### src/rtl/dsp_pkg.sv
`default_nettype none
// ============================================================================
//  Module   : dsp_pkg
//  Purpose  : Shared constants and types for the dsp_mac_pipe datapath:
//             OPMODE bit positions, Z-source encodings, default widths and
//             the post-adder control record that travels down the pipe.
//  Revision : 1.0  initial release
// ============================================================================
package dsp_pkg;

  // OPMODE bit positions
  localparam int c_op_pre_en   = 0;
  localparam int c_op_pre_sub  = 1;
  localparam int c_op_zsel_lo  = 2;
  localparam int c_op_zsel_hi  = 3;
  localparam int c_op_post_sub = 4;
  localparam int c_op_cin      = 5;

  // Default operand widths
  localparam int c_def_a_w = 18;
  localparam int c_def_b_w = 18;
  localparam int c_def_p_w = 48;

  // Post-adder Z source selection
  typedef enum logic [1:0] {
    Z_ZERO = 2'd0,
    Z_C    = 2'd1,
    Z_P    = 2'd2,
    Z_PCIN = 2'd3
  } zsel_e;

  // Post-adder controls; only these OPMODE bits are needed past stage 1
  typedef struct packed {
    logic  cin;
    logic  post_sub;
    zsel_e zsel;
  } post_ctl_t;

  // Takes the upper OPMODE field (bits 5..2) so bit indices stay absolute
  function automatic post_ctl_t decode_post(input logic [5:2] op_hi);
    post_ctl_t ctl;
    ctl.zsel     = zsel_e'(op_hi[c_op_zsel_hi:c_op_zsel_lo]);
    ctl.post_sub = op_hi[c_op_post_sub];
    ctl.cin      = op_hi[c_op_cin];
    return ctl;
  endfunction

endpackage
`default_nettype wire

### src/rtl/dsp_preadd_stage.sv
`default_nettype none
// ============================================================================
//  Module   : dsp_preadd_stage
//  Purpose  : B-source select, stage-1 B/D registers and the stage-2
//             pre-adder register. The pre-adder result wraps to B_W bits.
//  Ports    : clk, rst_n      clock, synchronous active-low reset
//             ce              clock enable (0 holds all registers)
//             i_b, i_bcin     direct and cascade B inputs
//             i_d             pre-adder D operand
//             i_pre_en        stage-1 PRE_EN (0: pass B through)
//             i_pre_sub       stage-1 PRE_SUB (1: D-B, 0: D+B)
//             o_bcout         stage-1 registered B
//             o_pre           stage-2 pre-adder result
//  Revision : 1.0  initial release
// ============================================================================
module dsp_preadd_stage #(
  parameter int    B_W     = 18,
  parameter string B_INPUT = "DIRECT"
) (
  input  logic           clk,
  input  logic           rst_n,
  input  logic           ce,
  input  logic [B_W-1:0] i_b,
  input  logic [B_W-1:0] i_bcin,
  input  logic [B_W-1:0] i_d,
  input  logic           i_pre_en,
  input  logic           i_pre_sub,
  output logic [B_W-1:0] o_bcout,
  output logic [B_W-1:0] o_pre
);

  localparam bit c_use_cascade = (B_INPUT == "CASCADE");

  logic [B_W-1:0] w_b_src;
  logic [B_W-1:0] r_b1;
  logic [B_W-1:0] r_d1;
  logic [B_W-1:0] w_pre;
  logic [B_W-1:0] r_pre2;

  assign w_b_src = c_use_cascade ? i_bcin : i_b;

  // Stage 1: operand capture
  always_ff @(posedge clk) begin
    if (!rst_n) begin
      r_b1 <= '0;
      r_d1 <= '0;
    end else if (ce) begin
      r_b1 <= w_b_src;
      r_d1 <= i_d;
    end
  end

  // Pre-adder; B_W-bit arithmetic gives the required wrap for free
  always_comb begin
    w_pre = r_b1;
    if (i_pre_en) begin
      w_pre = i_pre_sub ? (r_d1 - r_b1) : (r_d1 + r_b1);
    end
  end

  // Stage 2: pre-adder result
  always_ff @(posedge clk) begin
    if (!rst_n) begin
      r_pre2 <= '0;
    end else if (ce) begin
      r_pre2 <= w_pre;
    end
  end

  assign o_bcout = r_b1;
  assign o_pre   = r_pre2;

endmodule
`default_nettype wire

### src/rtl/dsp_mac_pipe.sv
`default_nettype none
// ============================================================================
//  Module   : dsp_mac_pipe
//  Purpose  : 4-stage pre-adder -> multiplier -> post-adder MAC with
//             valid/last tracking, per-frame accumulation with automatic
//             clear, and a sticky signed-overflow flag.
//  Ports    : CLK, RSTN        clock, synchronous active-low reset
//             CE               global enable, 0 stalls every register
//             IN_VALID/IN_LAST sample strobe and end-of-frame marker
//             OPMODE           per-sample mode, travels with its sample
//             A, B, D, BCIN    multiplier / pre-adder operands
//             C, PCIN          post-adder Z sources
//             CLR_OVF          clears the sticky OVF flag
//             BCOUT            stage-1 registered B
//             M                stage-3 product register
//             P, PCOUT         stage-4 result
//             CARRYOUT         unsigned carry/borrow of the post-adder
//             OUT_VALID        P updated, OUT_LAST: P is a frame result
//             OVF              sticky signed overflow
//  Revision : 1.0  initial release
// ============================================================================
module dsp_mac_pipe
  import dsp_pkg::*;
#(
  parameter int    A_W     = c_def_a_w,
  parameter int    B_W     = c_def_b_w,
  parameter int    P_W     = c_def_p_w,
  parameter string B_INPUT = "DIRECT"
) (
  input  logic               CLK,
  input  logic               RSTN,
  input  logic               CE,
  input  logic               IN_VALID,
  input  logic               IN_LAST,
  input  logic [5:0]         OPMODE,
  input  logic [A_W-1:0]     A,
  input  logic [B_W-1:0]     B,
  input  logic [B_W-1:0]     D,
  input  logic [B_W-1:0]     BCIN,
  input  logic [P_W-1:0]     C,
  input  logic [P_W-1:0]     PCIN,
  input  logic               CLR_OVF,
  output logic [B_W-1:0]     BCOUT,
  output logic [A_W+B_W-1:0] M,
  output logic [P_W-1:0]     P,
  output logic [P_W-1:0]     PCOUT,
  output logic               CARRYOUT,
  output logic               OUT_VALID,
  output logic               OUT_LAST,
  output logic               OVF
);

  localparam int c_m_w = A_W + B_W;

  // Stage 1
  logic [A_W-1:0]   r1_a;
  logic [P_W-1:0]   r1_c;
  logic [P_W-1:0]   r1_pcin;
  logic [5:0]       r1_opmode;
  logic             r1_valid;
  logic             r1_last;
  // Stage 2
  logic [A_W-1:0]   r2_a;
  logic [B_W-1:0]   w_pre2;
  logic [P_W-1:0]   r2_c;
  logic [P_W-1:0]   r2_pcin;
  post_ctl_t        r2_ctl;
  logic             r2_valid;
  logic             r2_last;
  // Stage 3
  logic signed [c_m_w-1:0] w_a_ext;
  logic signed [c_m_w-1:0] w_pre_ext;
  logic signed [c_m_w-1:0] w_prod;
  logic [c_m_w-1:0] r_m;
  logic [P_W-1:0]   r3_c;
  logic [P_W-1:0]   r3_pcin;
  post_ctl_t        r3_ctl;
  logic             r3_valid;
  logic             r3_last;
  // Stage 4
  logic [P_W-1:0]   w_z;
  logic [P_W-1:0]   w_m_ext;
  logic [P_W:0]     w_uns;
  logic [P_W-1:0]   w_res;
  logic             w_carry;
  logic             w_ovf;
  logic [P_W-1:0]   r_p;
  logic             r_carry;
  logic             r_out_valid;
  logic             r_out_last;
  logic             r_ovf;
  logic             r_last_seen;   // previous valid result closed a frame

  // --------------------------------------------------------------------------
  // Stage 1: operand and control capture (B/D are held in the pre-add stage)
  // --------------------------------------------------------------------------
  always_ff @(posedge CLK) begin
    if (!RSTN) begin
      r1_a      <= '0;
      r1_c      <= '0;
      r1_pcin   <= '0;
      r1_opmode <= '0;
      r1_valid  <= 1'b0;
      r1_last   <= 1'b0;
    end else if (CE) begin
      r1_a      <= A;
      r1_c      <= C;
      r1_pcin   <= PCIN;
      r1_opmode <= OPMODE;
      r1_valid  <= IN_VALID;
      r1_last   <= IN_VALID & IN_LAST;
    end
  end

  // --------------------------------------------------------------------------
  // Stage 2: pre-adder (sub-module) plus delay of the remaining sample fields
  // --------------------------------------------------------------------------
  dsp_preadd_stage #(
    .B_W     (B_W),
    .B_INPUT (B_INPUT)
  ) u_preadd (
    .clk       (CLK),
    .rst_n     (RSTN),
    .ce        (CE),
    .i_b       (B),
    .i_bcin    (BCIN),
    .i_d       (D),
    .i_pre_en  (r1_opmode[c_op_pre_en]),
    .i_pre_sub (r1_opmode[c_op_pre_sub]),
    .o_bcout   (BCOUT),
    .o_pre     (w_pre2)
  );

  always_ff @(posedge CLK) begin
    if (!RSTN) begin
      r2_a     <= '0;
      r2_c     <= '0;
      r2_pcin  <= '0;
      r2_ctl   <= '0;
      r2_valid <= 1'b0;
      r2_last  <= 1'b0;
    end else if (CE) begin
      r2_a     <= r1_a;
      r2_c     <= r1_c;
      r2_pcin  <= r1_pcin;
      r2_ctl   <= decode_post(r1_opmode[5:2]);
      r2_valid <= r1_valid;
      r2_last  <= r1_last;
    end
  end

  // --------------------------------------------------------------------------
  // Stage 3: signed multiply at full width
  // --------------------------------------------------------------------------
  assign w_a_ext   = c_m_w'($signed(r2_a));
  assign w_pre_ext = c_m_w'($signed(w_pre2));
  assign w_prod    = w_a_ext * w_pre_ext;

  always_ff @(posedge CLK) begin
    if (!RSTN) begin
      r_m      <= '0;
      r3_c     <= '0;
      r3_pcin  <= '0;
      r3_ctl   <= '0;
      r3_valid <= 1'b0;
      r3_last  <= 1'b0;
    end else if (CE) begin
      // M keeps the last valid product so bubbles do not disturb it
      if (r2_valid) begin
        r_m <= w_prod;
      end
      r3_c     <= r2_c;
      r3_pcin  <= r2_pcin;
      r3_ctl   <= r2_ctl;
      r3_valid <= r2_valid;
      r3_last  <= r2_last;
    end
  end

  // --------------------------------------------------------------------------
  // Stage 4: post-adder
  // --------------------------------------------------------------------------
  assign w_m_ext = P_W'($signed(r_m));

  always_comb begin
    w_z = '0;
    case (r3_ctl.zsel)
      Z_ZERO:  w_z = '0;
      Z_C:     w_z = r3_c;
      // Accumulating onto a finished frame result starts a new frame at 0
      Z_P:     w_z = r_last_seen ? '0 : r_p;
      Z_PCIN:  w_z = r3_pcin;
      default: w_z = '0;
    endcase
  end

  // One (P_W+1)-bit unsigned operation yields both the wrapped result
  // and the carry/borrow bit
  always_comb begin
    if (r3_ctl.post_sub) begin
      w_uns = {1'b0, w_z} - {1'b0, w_m_ext} - {{P_W{1'b0}}, r3_ctl.cin};
    end else begin
      w_uns = {1'b0, w_z} + {1'b0, w_m_ext} + {{P_W{1'b0}}, r3_ctl.cin};
    end
  end

  assign w_res   = w_uns[P_W-1:0];
  assign w_carry = w_uns[P_W];

  // Signed overflow from operand/result signs. The carry-in cannot create
  // an overflow on its own when the operand signs make one impossible.
  always_comb begin
    if (r3_ctl.post_sub) begin
      w_ovf = (w_z[P_W-1] != w_m_ext[P_W-1]) && (w_res[P_W-1] != w_z[P_W-1]);
    end else begin
      w_ovf = (w_z[P_W-1] == w_m_ext[P_W-1]) && (w_res[P_W-1] != w_z[P_W-1]);
    end
  end

  always_ff @(posedge CLK) begin
    if (!RSTN) begin
      r_p         <= '0;
      r_carry     <= 1'b0;
      r_out_valid <= 1'b0;
      r_out_last  <= 1'b0;
      r_last_seen <= 1'b1;
    end else if (CE) begin
      r_out_valid <= r3_valid;
      if (r3_valid) begin
        r_p         <= w_res;
        r_carry     <= w_carry;
        r_out_last  <= r3_last;
        r_last_seen <= r3_last;
      end
    end
  end

  // Sticky overflow; a new overflow takes priority over a clear
  always_ff @(posedge CLK) begin
    if (!RSTN) begin
      r_ovf <= 1'b0;
    end else if (CE) begin
      if (r3_valid && w_ovf) begin
        r_ovf <= 1'b1;
      end else if (CLR_OVF) begin
        r_ovf <= 1'b0;
      end
    end
  end

  assign M         = r_m;
  assign P         = r_p;
  assign PCOUT     = r_p;
  assign CARRYOUT  = r_carry;
  assign OUT_VALID = r_out_valid;
  assign OUT_LAST  = r_out_last;
  assign OVF       = r_ovf;

endmodule
`default_nettype wire

### config.mk
export PLATFORM = sky130hd
export DESIGN_NAME = dsp_mac_pipe
export DESIGN_NICKNAME = d
export VERILOG_FILES = /design/src/rtl/dsp_pkg.sv /design/src/rtl/dsp_preadd_stage.sv /design/src/rtl/dsp_mac_pipe.sv
export SDC_FILE = /design/constraint.sdc
export NUM_CORES = 2
export LEC_CHECK = 0
export BUFFER_PORTS_ARGS = -buffer_cell sky130_fd_sc_hd__buf_2
export CORE_ASPECT_RATIO = 2
export CORE_UTILIZATION = 60
export CTS_BUF_LIST = sky130_fd_sc_hd__clkbuf_4 sky130_fd_sc_hd__clkbuf_8 sky130_fd_sc_hd__clkbuf_16
export DETAILED_ROUTE_END_ITERATION = 16
export GPL_TIMING_DRIVEN = 0
export PLACE_DENSITY = 0.91
export SETUP_SLACK_MARGIN = 0.05
export SLEW_MARGIN = 10
export SYNTH_ARGS = -nofsm -noshare
export SYNTH_HDL_FRONTEND = slang
export SYNTH_HIERARCHICAL = 1
export SYNTH_SLANG_ARGS = --single-unit
### constraint.sdc
create_clock -name CLK -period 7.5 [get_ports CLK]
set_clock_uncertainty 0.15 [all_clocks]
set_input_delay 0.375 -clock CLK [delete_from_list [all_inputs] [get_ports CLK]]
set_output_delay 0.375 -clock CLK [all_outputs]
set_load 0.02 [all_outputs]
==> results by group <==
Pwr
  – Flop pwr share: 41.4%
  – LEAKAGE: 0.0220 µW
  – P_sw: 2140 µW
  – Gate power share: 21.3%
  – Cell-internal power: 4630 µW
  – Pwr/cell area: 149 mW/mm²
  – Clock Power Share: 37.3%
  – Peak VDD IR: around 220 µV
  – Switching share of total power: 31.6%

Critical path
  – Crit path to: M[32]
  – R2R setup slack: between 0.15 and 0.2 ns
  – Worst Setup SP: r2_a[15]
  – Reg-to-reg critical path startpoint: r2_a[15]
  – Max stage delay cell, worst path: dfxtp_1
  – Crit Path Max Fanout: 10
  – CP arrival: about 7.7 ns
  – Crit-path max cell delay: 0.76 ns
  – CP startpoint kind: flip-flop
  – CP required: 7.86 ns
  – CP Class: flip-flop to flip-flop
  – Cell depth of the worst flop-to-flop path: 22
  – Crit path capture type: flip-flop
  – CP Cell Sequence: clkbuf_2 > and2_1 > fa_1 > fa_1 > inv_1 > fa_1 > inv_1 > fa_1 > fa_1 > inv_1 > fa_1 > inv_1 > ha_1 > a21o_1 > a211oi_2 > a41oi_4 > a221o_1 > a21o_1 > a31oi_2 > xor2_1 > o21ai_0 > and2_1
  – Stages on the worst setup path: 22
  – Crit-path most repeated cell: fa_1
  – Worst path bufs/invs: 5
  – Worst r2r dst: M[32]
  – Family with the most delay on the worst path: adder cells

Global route
  – Pin count of the biggest net entering global routing: 29
  – GRT Util Overall: between 40% and 50%
  – GRT Residual Overflow: 0
  – Antenna violations before repair: 20
  – First-pass GRT wire length: 242 mm
  – Vias in the first global route: 39239

Timing
  – Final period util: 97.6%
  – Fin Hold WS: 0.0200 ns
  – Setup WS post-layout: about 0.18 ns
  – Final count of hold timing violations: 0
  – Max Fclk: 137 MHz
  – Slew at the pin closest to its max-slew limit: 1.48 ns
  – RSZ-0062 raised after global routing: yes
  – Setup tns final: 0 ns
  – Max transition margin: 1.22%
  – Min cycle time layout: 7.32 ns
  – Final Max Slew Viols: 0
  – Final setup fails: 0

Status
  – Status: completed

Logic synthesis
  – Multiplexer share of the synthesized area: slightly above 10%
  – Synth top area share: 24.7%
  – XOR/XNOR share of the synthesized area: about 3.3%
  – Leading register cell type out of synthesis: dfxtp_1
  – Post-synth EDFFs: 0
  – Mapped Cells: 4410
  – Yosys reg bits: ~500
  – Avg Cell Area, Syn: 8.95 µm²
  – Compound-gate portion of the synthesized area: 11.6%
  – Synth area leaders: dfxtp_1 (25%), fa_1 (17%), mux2i_1 (10%), ha_1 (7.9%), nor2b_1 (5.9%)
  – Largest family of logic cells by synthesized area: adder cells
  – Area leader, netlist: dfxtp_1
  – Most frequent cells after synthesis: inv_1 (537), dfxtp_1 (487), mux2i_1 (396)
  – Synth async-reset ratio: 0%
  – Post-Syn Nets: 5174
  – Count leader, synth: inv_1
  – Yosys warning total: 6
  – Adder-Cell Fraction of Synth Area: 24.9%
  – Netlist Area Pre-Place: 0.0395 mm²
  – Synth Area in Simple Gates: 17.2%
  – Register area share after synthesis: about 25%
  – Yosys cell types: 93

Finish
  – FILL cells: 4723
  – Final Util: between 70% and 80%
  – Nets: 5689
  – Share of layout cells above drive strength 1: 11.5%
  – Multi-input logic area: approximately 0.027 mm²
  – Final Instance Area: 0.0455 mm²
  – Syn-to-layout area delta: 15.3%
  – Sequential cell area: 0.00978 mm²

Routing
  – WL/cell: 28.3 µm
  – DRT Pass-1 Iters: 9
  – Post-DRT Antenna Nets: 0
  – Final WL: around 170 mm
  – Initial DRC count: 3583
  – Via density: 6.34
  – DRC: 0
  – Routed vias: between 30000 and 40000

Placed design
  – Port bufs: 313
  – Placed inst area: 0.0421 mm²
  – Gp weighted congestion: approximately 1.1
  – Pre-CTS setup slack: -1.02 ns
  – HPWL Detailed: 119 mm

Floorplan
  – Initial Utilization: 60.8%
  – Site Rows: 132
  – Core area: 0.0649 mm²
  – Io pins: 334
  – Die area: between 0.06 and 0.07 mm²
  – Die X: 183 µm
  – Chip Height: 365 µm

Clocking
  – Clock insertion delay at the later pin of the skew report: 0.63 ns
  – Root Driver: clkbuf_16
  – TritonCTS clock tree: yes
  – Clock transition at path regs: roughly 0.080 ns
  – Clock buffer depth: 3
  – Num CTS Buffers: 45
  – H-Tree Level Count: 2
  – CTS sink count: 487

Worst hold path
  – Hold crit path type: primary input to flip-flop

Flow run
  – Max-cap viol count: 0
[final cells by class]
class,instances,share of cell area [%]
clock inverters,23,0.626
clock buffers,60,2.80
well taps,871,2.39
repair buffers,483,7.13
multi-input cells,3108,58.3
inverters,538,4.44
plain buffers,262,2.71
diodes,23,0.126
flip-flops and latches,487,21.5
[routing by layer]
metal | routed length, µm | up-vias | global-route usage (%)
met4 | 24600 | 12 | 60.5
li1 | - | 15392 | -
met2 | 77400 | 2853 | 81.8
met5 | 154 | - | 0.444
met3 | 17000 | 1377 | 18.7
met1 | 46700 | 17500 | 42.4
[registers in the layout (all words and copies together) (netlist names), 4 cells and up]
signal and cells:
r1_opmode 6, u_preadd/r_d1 18, r3_pcin 48, r1_a 18, r2_c 48, r2_ctl 4
P 48, r2_pcin 48, r2_a 18, r1_pcin 48, r1_c 48, M 36
u_preadd/o_pre 18, r3_c 48, r3_ctl 4, u_preadd/o_bcout 18
[through the flow]
step | total power (µW) | instances
after floorplan | 3700 | 4410
after global placement | 4070 | 5594
after detailed placement | 4110 | 5594
after CTS | 6590 | 5826
after global routing | 6920 | 5837
final | 6780 | 5855
[power by group through the flow]
stage,registers [µW],logic [µW],clock network [µW]
6_report,2810,1440,2530
5_1_grt,2800,1520,2600
4_1_cts,2780,1360,2450
3_5_place_dp,2830,1280,0
3_3_place_gp,2820,1250,0
2_1_floorplan,2790,908,0
[how the worst min path moves through the flow]
stage          depth (start not counted)      start           to
2_1_floorplan                          2    r3_last  r_last_seen
3_3_place_gp                           2  OUT_VALID    OUT_VALID
3_5_place_dp                           2  OUT_VALID    OUT_VALID
4_1_cts                                3   PCIN[46]  r1_pcin[46]
5_1_grt                                3   PCIN[46]  r1_pcin[46]
6_report                               3   PCIN[46]  r1_pcin[46]
[cell usage in the layout, fill, tap and decap left out, drive strengths merged, types with 17 or more instances in the layout]
master / count
a31oi: 18
inv: 540
mux2i: 396
o21ai: 163
xor2: 32
a211oi: 26
nor2: 185
clkbuf: 220
o21bai: 36
nor4: 17
buf: 428
dlygate4sd3: 157
a21boi: 34
ha: 250
a21o: 55
nand2b: 75
o211ai: 17
xnor2: 117
nor3: 25
fa: 334
nor2b: 372
a21oi: 161
and2: 197
diode: 23
nand2: 326
nand3: 35
dfxtp: 487
a22oi: 50
[tightest hold or removal path: cells and delay by family]
kind | cells | cell delay [ns]
buf+inv | 1 | 0.11
simple gates | 1 | 0.15
mux | 1 | 0.10
[logic make-up (layout without fill, tap and decap cells)]
family	after synthesis	count (layout)
flops	487	487
xor+xnor	149	149
mux	398	398
compound gates	686	686
other cells	0	23
fa+ha+maj	584	584
simple gates	1291	1291
buf+inv	815	1366
[timing repair]
item,CTS,global route
gates resized for setup,35,60
setup endpoints to repair,13,13
buffers inserted,1,1
endpoints found under the hold margin,157,0
hold buffers,157,0
pin swaps,0,1
Power figures use the tool's default switching activity.
